--- config.mk ---
export PLATFORM = sky130hd
export DESIGN_NAME = frog_collision
export DESIGN_NICKNAME = d
export VERILOG_FILES = /design/src/rtl/frog_collision.sv
export SDC_FILE = /design/constraint.sdc
export NUM_CORES = 1
export LEC_CHECK = 0
export ABC_AREA = 1
export ABC_CLOCK_PERIOD_IN_PS = 4200
export BUFFER_PORTS_ARGS = -buffer_cell sky130_fd_sc_hd__buf_4
export CAP_MARGIN = 15
export CORE_MARGIN = 2
export CORE_UTILIZATION = 55
export CTS_BUF_LIST = sky130_fd_sc_hd__clkbuf_4 sky130_fd_sc_hd__clkbuf_8 sky130_fd_sc_hd__clkbuf_16
export DETAILED_ROUTE_END_ITERATION = 16
export HOLD_SLACK_MARGIN = 0.05
export PLACE_DENSITY = 0.81
export SKIP_LAST_GASP = 1
export SLEW_MARGIN = 20
export SYNTH_ARGS = -nofsm -noshare
export SYNTH_HDL_FRONTEND = slang
export SYNTH_SLANG_ARGS = --single-unit
--- constraint.sdc ---
create_clock -name clk -period 4.2 [get_ports clk]
set_clock_uncertainty 0.05 [all_clocks]
set_input_delay 0 -clock clk [delete_from_list [all_inputs] [get_ports clk]]
set_output_delay 0 -clock clk [all_outputs]
set_load 0.01 [all_outputs]
--- src/rtl/frog_collision.sv ---
// Frog-vs-car collision detector and lives/game-state FSM.
// Collisions are sampled on frame_tick while playing; a hit freezes play for HIT_FRAMES frames.
module frog_collision #(
  parameter int CAR_WIDTH  = 32,
  parameter int CAR_HEIGHT = 32,
  parameter int FROG_SIZE  = 32,
  parameter int LIVES_INIT = 3,
  parameter int HIT_FRAMES = 60
) (
  input  logic        clk,
  input  logic        reset,
  input  logic        frame_tick,
  input  logic        start,
  input  logic [9:0]  frog_x,
  input  logic [9:0]  frog_y,
  input  logic [39:0] car_x_bus,
  input  logic [39:0] car_y_bus,
  output logic        hit,
  output logic        frog_respawn,
  output logic [2:0]  lives,
  output logic        game_over,
  output logic        freeze
);

  typedef enum logic [1:0] {PLAYING, HIT, GAME_OVER} state_t;

  localparam int CW = (HIT_FRAMES < 2) ? 1 : $clog2(HIT_FRAMES + 1);

  state_t          state, state_nx;
  logic [2:0]      lives_r, lives_nx;
  logic [CW-1:0]   cnt, cnt_nx, cnt_inc;
  logic            hit_r, hit_nx;
  logic            resp_r, resp_nx;
  logic [3:0]      ovl;
  logic [10:0]     fx, fy;

  // Widen to 11 bits so position + size never wraps near the 1023 edge.
  assign fx = {1'b0, frog_x};
  assign fy = {1'b0, frog_y};

  for (genvar i = 0; i < 4; i++) begin : g_car
    logic [10:0] cx, cy;
    assign cx = {1'b0, car_x_bus[10*i +: 10]};
    assign cy = {1'b0, car_y_bus[10*i +: 10]};
    assign ovl[i] = (fx < cx + 11'(CAR_WIDTH))  && (cx < fx + 11'(FROG_SIZE)) &&
                    (fy < cy + 11'(CAR_HEIGHT)) && (cy < fy + 11'(FROG_SIZE));
  end

  assign cnt_inc = cnt + CW'(1);

  always_comb begin
    state_nx = state;
    lives_nx = lives_r;
    cnt_nx   = cnt;
    hit_nx   = 1'b0;
    resp_nx  = 1'b0;
    case (state)
      PLAYING: begin
        if (frame_tick && (|ovl) && (lives_r != 3'd0)) begin
          hit_nx   = 1'b1;
          lives_nx = lives_r - 3'd1;
          cnt_nx   = '0;
          state_nx = (lives_r == 3'd1) ? GAME_OVER : HIT;
        end
      end
      HIT: begin
        if (frame_tick) begin
          if (cnt_inc == CW'(HIT_FRAMES)) begin
            state_nx = PLAYING;
            resp_nx  = 1'b1;
            cnt_nx   = '0;
          end else begin
            cnt_nx = cnt_inc;
          end
        end
      end
      GAME_OVER: begin
        if (start) begin
          state_nx = PLAYING;
          lives_nx = 3'(LIVES_INIT);
          resp_nx  = 1'b1;
        end
      end
      default: state_nx = PLAYING;
    endcase
  end

  always_ff @(posedge clk) begin
    if (reset) begin
      state   <= PLAYING;
      lives_r <= 3'(LIVES_INIT);
      cnt     <= '0;
      hit_r   <= 1'b0;
      resp_r  <= 1'b0;
    end else begin
      state   <= state_nx;
      lives_r <= lives_nx;
      cnt     <= cnt_nx;
      hit_r   <= hit_nx;
      resp_r  <= resp_nx;
    end
  end

  assign hit          = hit_r;
  assign frog_respawn = resp_r;
  assign lives        = lives_r;
  assign freeze       = (state == HIT);
  assign game_over    = (state == GAME_OVER);

endmodule
# Word-level counts from Yosys, hierarchy flattened
# Index checks and enable logic that the tools add are counted.
[totals] reg_bits=13 latch_bits=0 ramBits=0 romBits=0 mem_count=0
[op_classes] add_sub_neg=12 n_mul=0 div_mod_pow=0 order_cmp=16 eq_ne=8 shift=0 muxes=18 n_bitwise=1 reduce_logical=23
[op_table] operator="< comparator 10 x 11 -> 1 bit" count=16
[op_table] operator="adder 10 x 6 -> 11 bit (second input constant)" count=10
[op_table] operator="two-way mux 6 bit" count=3
[op_table] operator="logical AND 1 bit" count=14
[op_table] operator="case mux 6 bit (2 select lines)" count=1
[op_table] operator="two-way mux 2 bit" count=5
[op_table] operator="adder 6 x 1 -> 6 bit (second input constant)" count=1
[op_table] operator="equality test 6 bit (second input constant)" count=1
[op_table] operator="two-way mux 3 bit" count=2
[op_table] operator="!= test 2 bit (second input constant)" count=3
[op_table] operator="case mux 2 bit (3 select lines)" count=1
[op_table] operator="case mux 3 bit (2 select lines)" count=1
[op_table] operator="AND reduction 3 bit" count=2
[op_table] operator="two-way mux 1 bit" count=4
[op_table] operator="AND reduction 4 bit" count=1
[op_table] operator="nonzero test 2 bit" count=2
[op_table] operator="OR reduction 4 bit" count=1
[op_table] operator="equality test 3 x 1 -> 1 bit (second input constant)" count=1
[op_table] operator="nonzero test 3 bit" count=1
[op_table] operator="subtractor 3 x 1 -> 3 bit (second input constant)" count=1
[op_table] operator="equality test 2 x 1 -> 1 bit (second input constant)" count=1
[op_table] operator="equality test 2 bit (second input constant)" count=1
[op_table] operator="zero test 2 bit" count=1
[op_table] operator="!= test 2 x 1 -> 1 bit (second input constant)" count=1
[op_table] operator="3 further kinds" count=3

# Depth between registers and ports, before layout
# Gate-level depths: netlist of run 1.
[logic_depth] ltp_word=10 mapped_depth=21 mapped_depth_nobuf=21

# Worst setup path before layout of run 1
# Ideal clock, no wire load.
[synth_timing] path_kind="input -> register" from="input car_y_bus[15]" to="register cnt[0]" setup_time_ps=115 t_arrival_ps=1813 slack_ps=2222 path_stages=15 path_buffers=1 path_cell_list="ha_1 > nand3_1 > xor2_1 > ha_1 > o21ai_0 > or2_2 > nand3_1 > nor2_1 > nand3_1 > nand2_1 > o21ai_2 > nand2_4 > buf_8 > a21oi_1 > nor2_1"
[synth_between] elab_chain_len=9
[synth_lines] element="start, declared" line="17" text="input logic [39:0] car_y_bus,"
[synth_lines] element="adder 10 x 6 -> 11 bit" line="46" text="(fy < cy + 11'(CAR_HEIGHT)) && (cy < fy + 11'(FROG_SIZE));"
[synth_lines] element="< comparator 10 x 11 -> 1 bit" line="46"
[synth_lines] element="logical AND 1 bit" line="45" text="assign ovl[i] = (fx < cx + 11'(CAR_WIDTH)) && (cx < fx + 11'(FROG_SIZE)) &&"
[synth_lines] element="logical AND 1 bit *" line="46"
[synth_lines] element="OR reduction 4 bit *" line="59" text="if (frame_tick && (|ovl) && (lives_r != 3'd0)) begin"
[synth_lines] element="logical AND 1 bit * (2 in series)" line="59"
[synth_lines] element="!= test 2 bit (no line) *"
[synth_lines] element="AND reduction 3 bit (no line) *"
[synth_lines] element="end signal, assigned" line="98" text="cnt <= cnt_nx;"
[synth_lines] element="end, declared" line="31" text="logic [CW-1:0] cnt, cnt_nx, cnt_inc;"
# Every way passes the cells marked *; elsewhere a longest branch is shown, timed or not.
# A chain may end at the register's enable or synchronous reset.

# Worst setup path after layout of run 1
[layout_timing] from="input frog_y[5]" to="register state[0]"
[layout_between] elab_chain_len=8
[layout_lines] element="start, declared" line="15" text="input logic [9:0] frog_y,"
[layout_lines] element="adder 10 x 6 -> 11 bit or < comparator 10 x 11 -> 1 bit (tied branches)" line="46"
[layout_lines] element="< comparator 10 x 11 -> 1 bit or logical AND 1 bit (tied branches)" line="46, 45"
[layout_lines] element="logical AND 1 bit" line="46"
[layout_lines] element="OR reduction 4 bit *" line="59"
[layout_lines] element="logical AND 1 bit * (2 in series)" line="59"
[layout_lines] element="!= test 2 bit (no line) *"
[layout_lines] element="AND reduction 4 bit (no line) *"
[layout_lines] element="end signal, assigned" line="96" text="state <= state_nx;"
[layout_lines] element="end, declared" line="29" text="state_t state, state_nx;"
# Marked as above.

==> impl_metrics.tcl, run 1 <==
set metrics [dict create \
    outcome "completed" \
    fin_ws_ns 1.99 \
    intPower_mw 0.559 \
    synthTopCellsByArea "ha_1 38%, nand2_1 13%, inv_1 8.2%" \
    die_w_um 98.2 \
    yosys.area_share.adder 0.385 \
    clock_latency_ns 0.25 \
    post-synth-top-count-cell "nand2_1" \
    die_h_um 98.2 \
    path_buf_inv 1 \
    endpoint "state[0]" \
    synth-main-ff-cell "dfxtp_1" \
    cp-end-kind "flop" \
    crit_path_cell_trace "buf_4, ha_1, xnor2_1, ha_1, nand2_1, nand3b_2, nand3b_1, nand2_1, nor2_1, nand3_1, nand2_1, o21ai_2, nand2_4, nand2_1, nand2_1, a21oi_1" \
    worstSetupPathType "in2reg" \
    clockBufferDepth 2 \
    finalWirelength_mm 12.7 \
    ant_nets 0 \
    crit_start "frog_y[5]" \
    relSlewSlack 0.472 \
    reg2reg_from "cnt[0]" \
    yosysUniqueCellTypes 33 \
    syn_avg_cell_area_um2 6.56 \
    switching_share 0.490 \
    max_cap_viol_count 0 \
    syn_to_final_growth_pct 20.1 \
    clkSinkCount 13 \
    regToRegSetupSlack_ns 2.22 \
    grt_setup_unrepaired "false" \
    rr_endpoint "state[0]" \
    comb_power_share 0.731 \
    ios 111 \
    p_sw_mw 0.538 \
    synth_area_leader_cell "ha_1" \
    rr_worst_depth 11 \
    async_reset_ff_frac 0 \
    drtIter0Drc 235 \
    cts_tree "yes" \
    rows 34 \
    grt_pass1_vias 5109 \
    clkPwrFrac 0.112 \
    setup_viol 0 \
    ys_seq_area_frac 0.0533 \
    yosys-mux-area-fraction 0 \
    place_congestion 0.963 \
    dp_hpwl_mm 11.2 \
    grt_max_degree 19 \
    cts.htree.levels 1 \
    cp_max_fo 18 \
    cp_top_family "simple AND/OR/NAND/NOR gates" \
    layout-drive-gt1-share 0.155 \
    synth_compound_area_frac 0.126 \
    synth-edff-count 0 \
    critPathSlowestCell "xnor2_1" \
    grt_pass1_wl_mm 21.6 \
    max_freq_ghz 0.452 \
    n_antenna_cell 0 \
    initial_utilization 0.562 \
    critical_path_required_ns 4.32 \
    synth_top_family_by_area "adder cells" \
    timing.final.crit_share 0.527 \
    post-cts-setup-buffers 0 \
    die_area_um2 9640 \
    root_buffer "clkbuf_8" \
    synthCells 744 \
    ys_ff_latch 13 \
    via_count 5139 \
    start_kind "primary input" \
    finalSetupTns_ns 0 \
    grtUsageTotal 0.261 \
    holdBufCountCts 1 \
    power_density_nw_per_um2 187 \
    slew_viol_final 0 \
    overflow 0 \
    wl_per_cell_um 13.2 \
    crit_path_frequent_cell "nand2_1" \
    numPortBuffers 110 \
    ys.warnings.count 0 \
    synth_area_um2 4880 \
    syn_nets 998 \
    crit_cells 16 \
    drc 0 \
    max_stage_delay_ns 0.37 \
    cts_resized 0 \
    fillers 766 \
    viasPerCell 5.34 \
    fin_nets 1109 \
    cts_buffers 3 \
    clkTransAtPathRegs_ns 0.06 \
    antenna_found_initial 0 \
    leakage_nw 3.33 \
    synthTopCellsByCount "174 x nand2_1, 150 x ha_1, 106 x inv_1, 73 x nor2_1, 65 x a21oi_1" \
    ir_drop_mv 0.109 \
    min_path_type "in2reg" \
    crit_arrival_ns 2.34 \
    coreArea_um2 8680 \
    synth_xor_xnor_area_share 0.0539 \
    seq_power_share 0.157 \
    layout_min_cycle_time_ns 2.21 \
    place_ws_ns 1.77 \
    whs_ns 0.106 \
    yosysTopAreaCellShare 0.385 \
    hold_viol_final 0 \
    synthSimpleGateAreaFrac 0.292 \
    worst_slew_pin_slew_ns 0.786 \
    firstDrtPassIters 5 \
]
area by class of cell:
type	instances	area [um2]	area share
flip-flops and latches	13	260	0.0444
well taps	108	135	0.0231
multi-input cells	620	4180	0.714
repair buffers	111	836	0.143
inverters	106	398	0.0679
clock buffers	4	48.8	0.00833
metrics by stage:
step                      total power [mW]  instance area, um2   util  std cells
after floorplan                      0.711                4880      -        744
final                                 1.10                5860  0.675        962
after global routing                  1.22                5860  0.675        962
after CTS                             1.09                5860  0.675        962
after detailed placement             0.966                5800  0.668        957
after global placement               0.928                5800  0.668        957
per-layer routing:
| layer | global-route usage | up-vias | wire length (um) |
|---|---|---|---|
| met5 | 0 | - | 0 |
| met4 | 0.0611 | 0 | 155 |
| met3 | 0.0143 | 16 | 383 |
| met2 | 0.478 | 103 | 6240 |
| met1 | 0.334 | 2350 | 5930 |
| li1 | - | 2670 | - |
worst reg2reg max path, stage by stage, from the launching register on:
cell and delay [ns]:
dfxtp_1 0.40, ha_1 0.21, nand3_1 0.10, xor2_1 0.17
nor2_1 0.11, nand4_1 0.13, nand2_1 0.15, inv_1 0.09
nor2_1 0.19, nand2_1 0.11, nand2_1 0.09, a21oi_1 0.07
logic make-up (layout without fill, tap and decap cells):
kind of cell    after synthesis  after routing
fa+ha+maj                   150            150
flops                        13             13
buf+inv                     111            221
simple gates                329            329
compound gates              111            111
xor+xnor                     30             30
power groups by stage:
| stage | clock (mW) | sequential (mW) | combinational, mW |
|---|---|---|---|
| after floorplan | 0 | 0.173 | 0.538 |
| after global placement | 0 | 0.173 | 0.755 |
| after detailed placement | 0 | 0.174 | 0.792 |
| after CTS | 0.123 | 0.172 | 0.798 |
| after global routing | 0.126 | 0.176 | 0.919 |
| final | 0.123 | 0.172 | 0.803 |
cell usage in the layout, fill, tap and decap left out:
cell	instances
o21bai_1	4
nor3b_1	1
a21oi_1	65
dfxtp_1	13
o21ai_1	4
nand2_2	2
a21oi_2	1
a211oi_1	4
inv_1	106
clkbuf_4	1
a31o_2	2
nor3_1	2
nand4_1	6
o21ai_2	1
nor2_2	1
o21a_1	8
o22ai_1	1
clkbuf_8	3
ha_1	150
or2_2	5
dlygate4sd3_1	1
nand2_1	174
buf_4	110
nand3b_1	14
o21ai_0	20
xor2_1	18
nand3b_2	2
nor2_1	73
nand3_2	3
nand3_1	45
nand2_4	1
o211ai_1	1
xnor2_1	12
registers in the layout (all words and copies together) (netlist names):
register and cells:
cnt 6, lives 3, state 2, frog_respawn 1
hit 1
worst min path at each step:
stage          startpoint            to  cells after the start
2_1_floorplan       start  frog_respawn                      4
5_1_grt        frame_tick           hit                      5
4_1_cts             start  frog_respawn                      5
3_3_place_gp        reset      lives[2]                      2
3_5_place_dp        reset      lives[2]                      2
6_report            start  frog_respawn                      5
(Power assumes the default switching activity.)
==> run 2: changes to the inputs <==
Settings changed: ABC_CLOCK_PERIOD_IN_PS 4200 to 2150.
Clock period 4.2 ns to 2.15 ns, I/O delays scaled along.
==> run 2 against run 1 <==
  * Core utilization increased by 5.3 points
  * Sequential cell count stayed put
  * Clock-buffer cell count did not move
  * Combinational power grew 120%
  * Sequential power rose by 96%
  * Critical path depth up 2
  * Clock power rose by 95%
  * Global-route usage up 0.37 points
  * Non-clock buffer count up 23
  * Design area is 7.9% higher
  * Via count grew 3.5%
  * Hold slack lost 0.00071 ns
==> impl_metrics.tcl, run 2 (synthesis results as in run 1) <==
set metrics [dict create \
    outcome "completed" \
    die_w_um 98.2 \
    ant_nets 0 \
    largest_reg_flops 6 \
    place_congestion 0.879 \
    syn_to_final_growth_pct 29.6 \
    cp_max_fo 5 \
    p_sw_mw 1.13 \
    slew_viol_final 0 \
    via_count 5319 \
    ios 111 \
    wl_per_cell_um 13.6 \
    clock_latency_ns 0.25 \
    max_cap_viol_count 0 \
    power_density_nw_per_um2 368 \
    top_register "cnt" \
    grt_max_degree 19 \
    grt_pass1_vias 5153 \
    routed-wl-met2_mm 6.62 \
    grt_pass1_wl_mm 21.8 \
    layout_min_cycle_time_ns 2.05 \
    seq_power_share 0.145 \
    worst_slew_pin_slew_ns 0.515 \
    initial_utilization 0.562 \
    timing.final.crit_share 0.955 \
    root_buffer "clkbuf_8" \
    viasPerCell 5.39 \
    place_ws_ns -0.251 \
    fillers 715 \
    highest_layer "met4" \
    max_stage_delay_ns 0.28 \
    comb_power_share 0.752 \
    leakage_nw 3.47 \
    intPower_mw 1.19 \
    cp-end-kind "flop" \
    hold_viol_final 0 \
    grtUsageTotal 0.264 \
    placed_cell_area_um2 5940 \
    die_area_um2 9640 \
    clkSinkCount 13 \
    switching_share 0.488 \
    fin_nets 1134 \
    cts_tree "yes" \
    n_antenna_cell 0 \
    drtIter0Drc 159 \
    dp_hpwl_mm 11.2 \
    clkPwrFrac 0.103 \
    rows 34 \
    final_cell_mix "169 x nand2_1, 136 x ha_1, 131 x buf_4" \
    cts.htree.levels 1 \
    final_common_cell "nand2_1" \
    fin_ws_ns 0.0967 \
    critPathSlowestCell "ha_4" \
    clockBufferDepth 2 \
    layout-drive-gt1-share 0.216 \
    drc 0 \
    finalNonFillerCells 987 \
    final_area_um2 6320 \
    whs_ns 0.105 \
    p_total_mw 2.32 \
    start_kind "primary input" \
    overflow 0 \
    crit_path_cell_trace "buf_4, buf_6, nand4_1, nand2_4, ha_4, nand2_1, nand3b_2, nand3b_1, nand2_1, nor2_1, nand3_2, nand2_2, o21ai_4, nand2_4, nand2_2, nand2_1, nand2_1, nor2_1" \
    numPortBuffers 110 \
    cp_top_family "simple AND/OR/NAND/NOR gates" \
    routed-wl-met3_um 539 \
    die_h_um 98.2 \
    dpl.cell_count 976 \
    firstDrtPassIters 4 \
    min_path_type "in2reg" \
    setup_viol 0 \
    critical_path_required_ns 2.24 \
    clkTransAtPathRegs_ns 0.05 \
    worstSetupPathType "in2reg" \
    path_buf_inv 2 \
    crit_arrival_ns 2.14 \
    max_freq_ghz 0.487 \
    crit_path_frequent_cell "nand2_1" \
    wl_met1_mm 6.06 \
    cts_buffers 3 \
    coreArea_um2 8680 \
    antenna_found_initial 0 \
    ir_drop_mv 0.265 \
    finalWirelength_mm 13.5 \
    relSlewSlack 0.653 \
]
## run 2: cell types whose count changed in the layout (fill, tap and decap cells not counted), moves of 3 or more
cell | before | now
buf_4 | 110 | 131
ha_1 | 150 | 136
ha_4 | 0 | 13
nand2_1 | 174 | 169
nand2_2 | 2 | 7
nand3_1 | 45 | 40
nand3_2 | 3 | 8
a21oi_1 | 65 | 62
a21oi_2 | 1 | 4
## run 2: path summary, 6_finish.rpt
| kind | from | end | slack (ns) | cells after the start |
|---|---|---|---|---|
| worst max register to register | cnt[0] | state[1] | 0.29 | 10 |
| worst min register to register | state[0] | state[0] | 0.44 | 2 |
| worst min-delay path | start | frog_respawn | 0.11 | 5 |
| worst max-delay path | frog_y[6] | cnt[3] | 0.1 | 18 |
## run 2: per-stage QoR
stage,setup TNS [ns],util
floorplan,0,-
global placement,-1.61,0.685
detailed placement,-2.20,0.685
CTS,0,0.691
global route,-0.144,0.728
finish,0,0.728
## run 2: what timing repair did
item                                    in CTS  in global routing
resized for setup                            0                 44
hold endpoints to repair                     7                  0
endpoints found under the setup margin       0                 11
hold buffers                                 1                  0
setup buffers                                0                  4
## run 2: cell type report
cell class,count,area [um2],share of cell area
Inverter,106,400,0.0633
Tap cell,108,135,0.0214
Sequential cell,13,260,0.0412
Clock buffer,4,48.8,0.00772
Multi-Input combinational cell,622,4460,0.706
Timing Repair Buffer,134,1020,0.161
## run 2: per-layer routing
metal	up-vias	track usage
li1	2730	-
met1	2418	0.334
met2	147	0.483
met3	24	0.0200
met4	0	0.0685
met5	-	0
## run 2: power by group through the flow
stage	logic, mW	clock network [mW]	registers, mW
2_1_floorplan	1.05	0	0.338
3_3_place_gp	1.51	0	0.339
3_5_place_dp	1.58	0	0.340
4_1_cts	1.60	0.240	0.336
5_1_grt	1.97	0.254	0.345
6_report	1.75	0.240	0.337
## run 2: worst register-to-register path, cell delays in order, from the launching register on
cell	delay, ns
dfxtp_1	0.40
ha_1	0.21
nand3_1	0.10
xor2_1	0.16
nor2_1	0.09
nand4_1	0.13
nand2_1	0.15
inv_1	0.09
nor2_1	0.18
nand3_1	0.11
a21oi_1	0.15
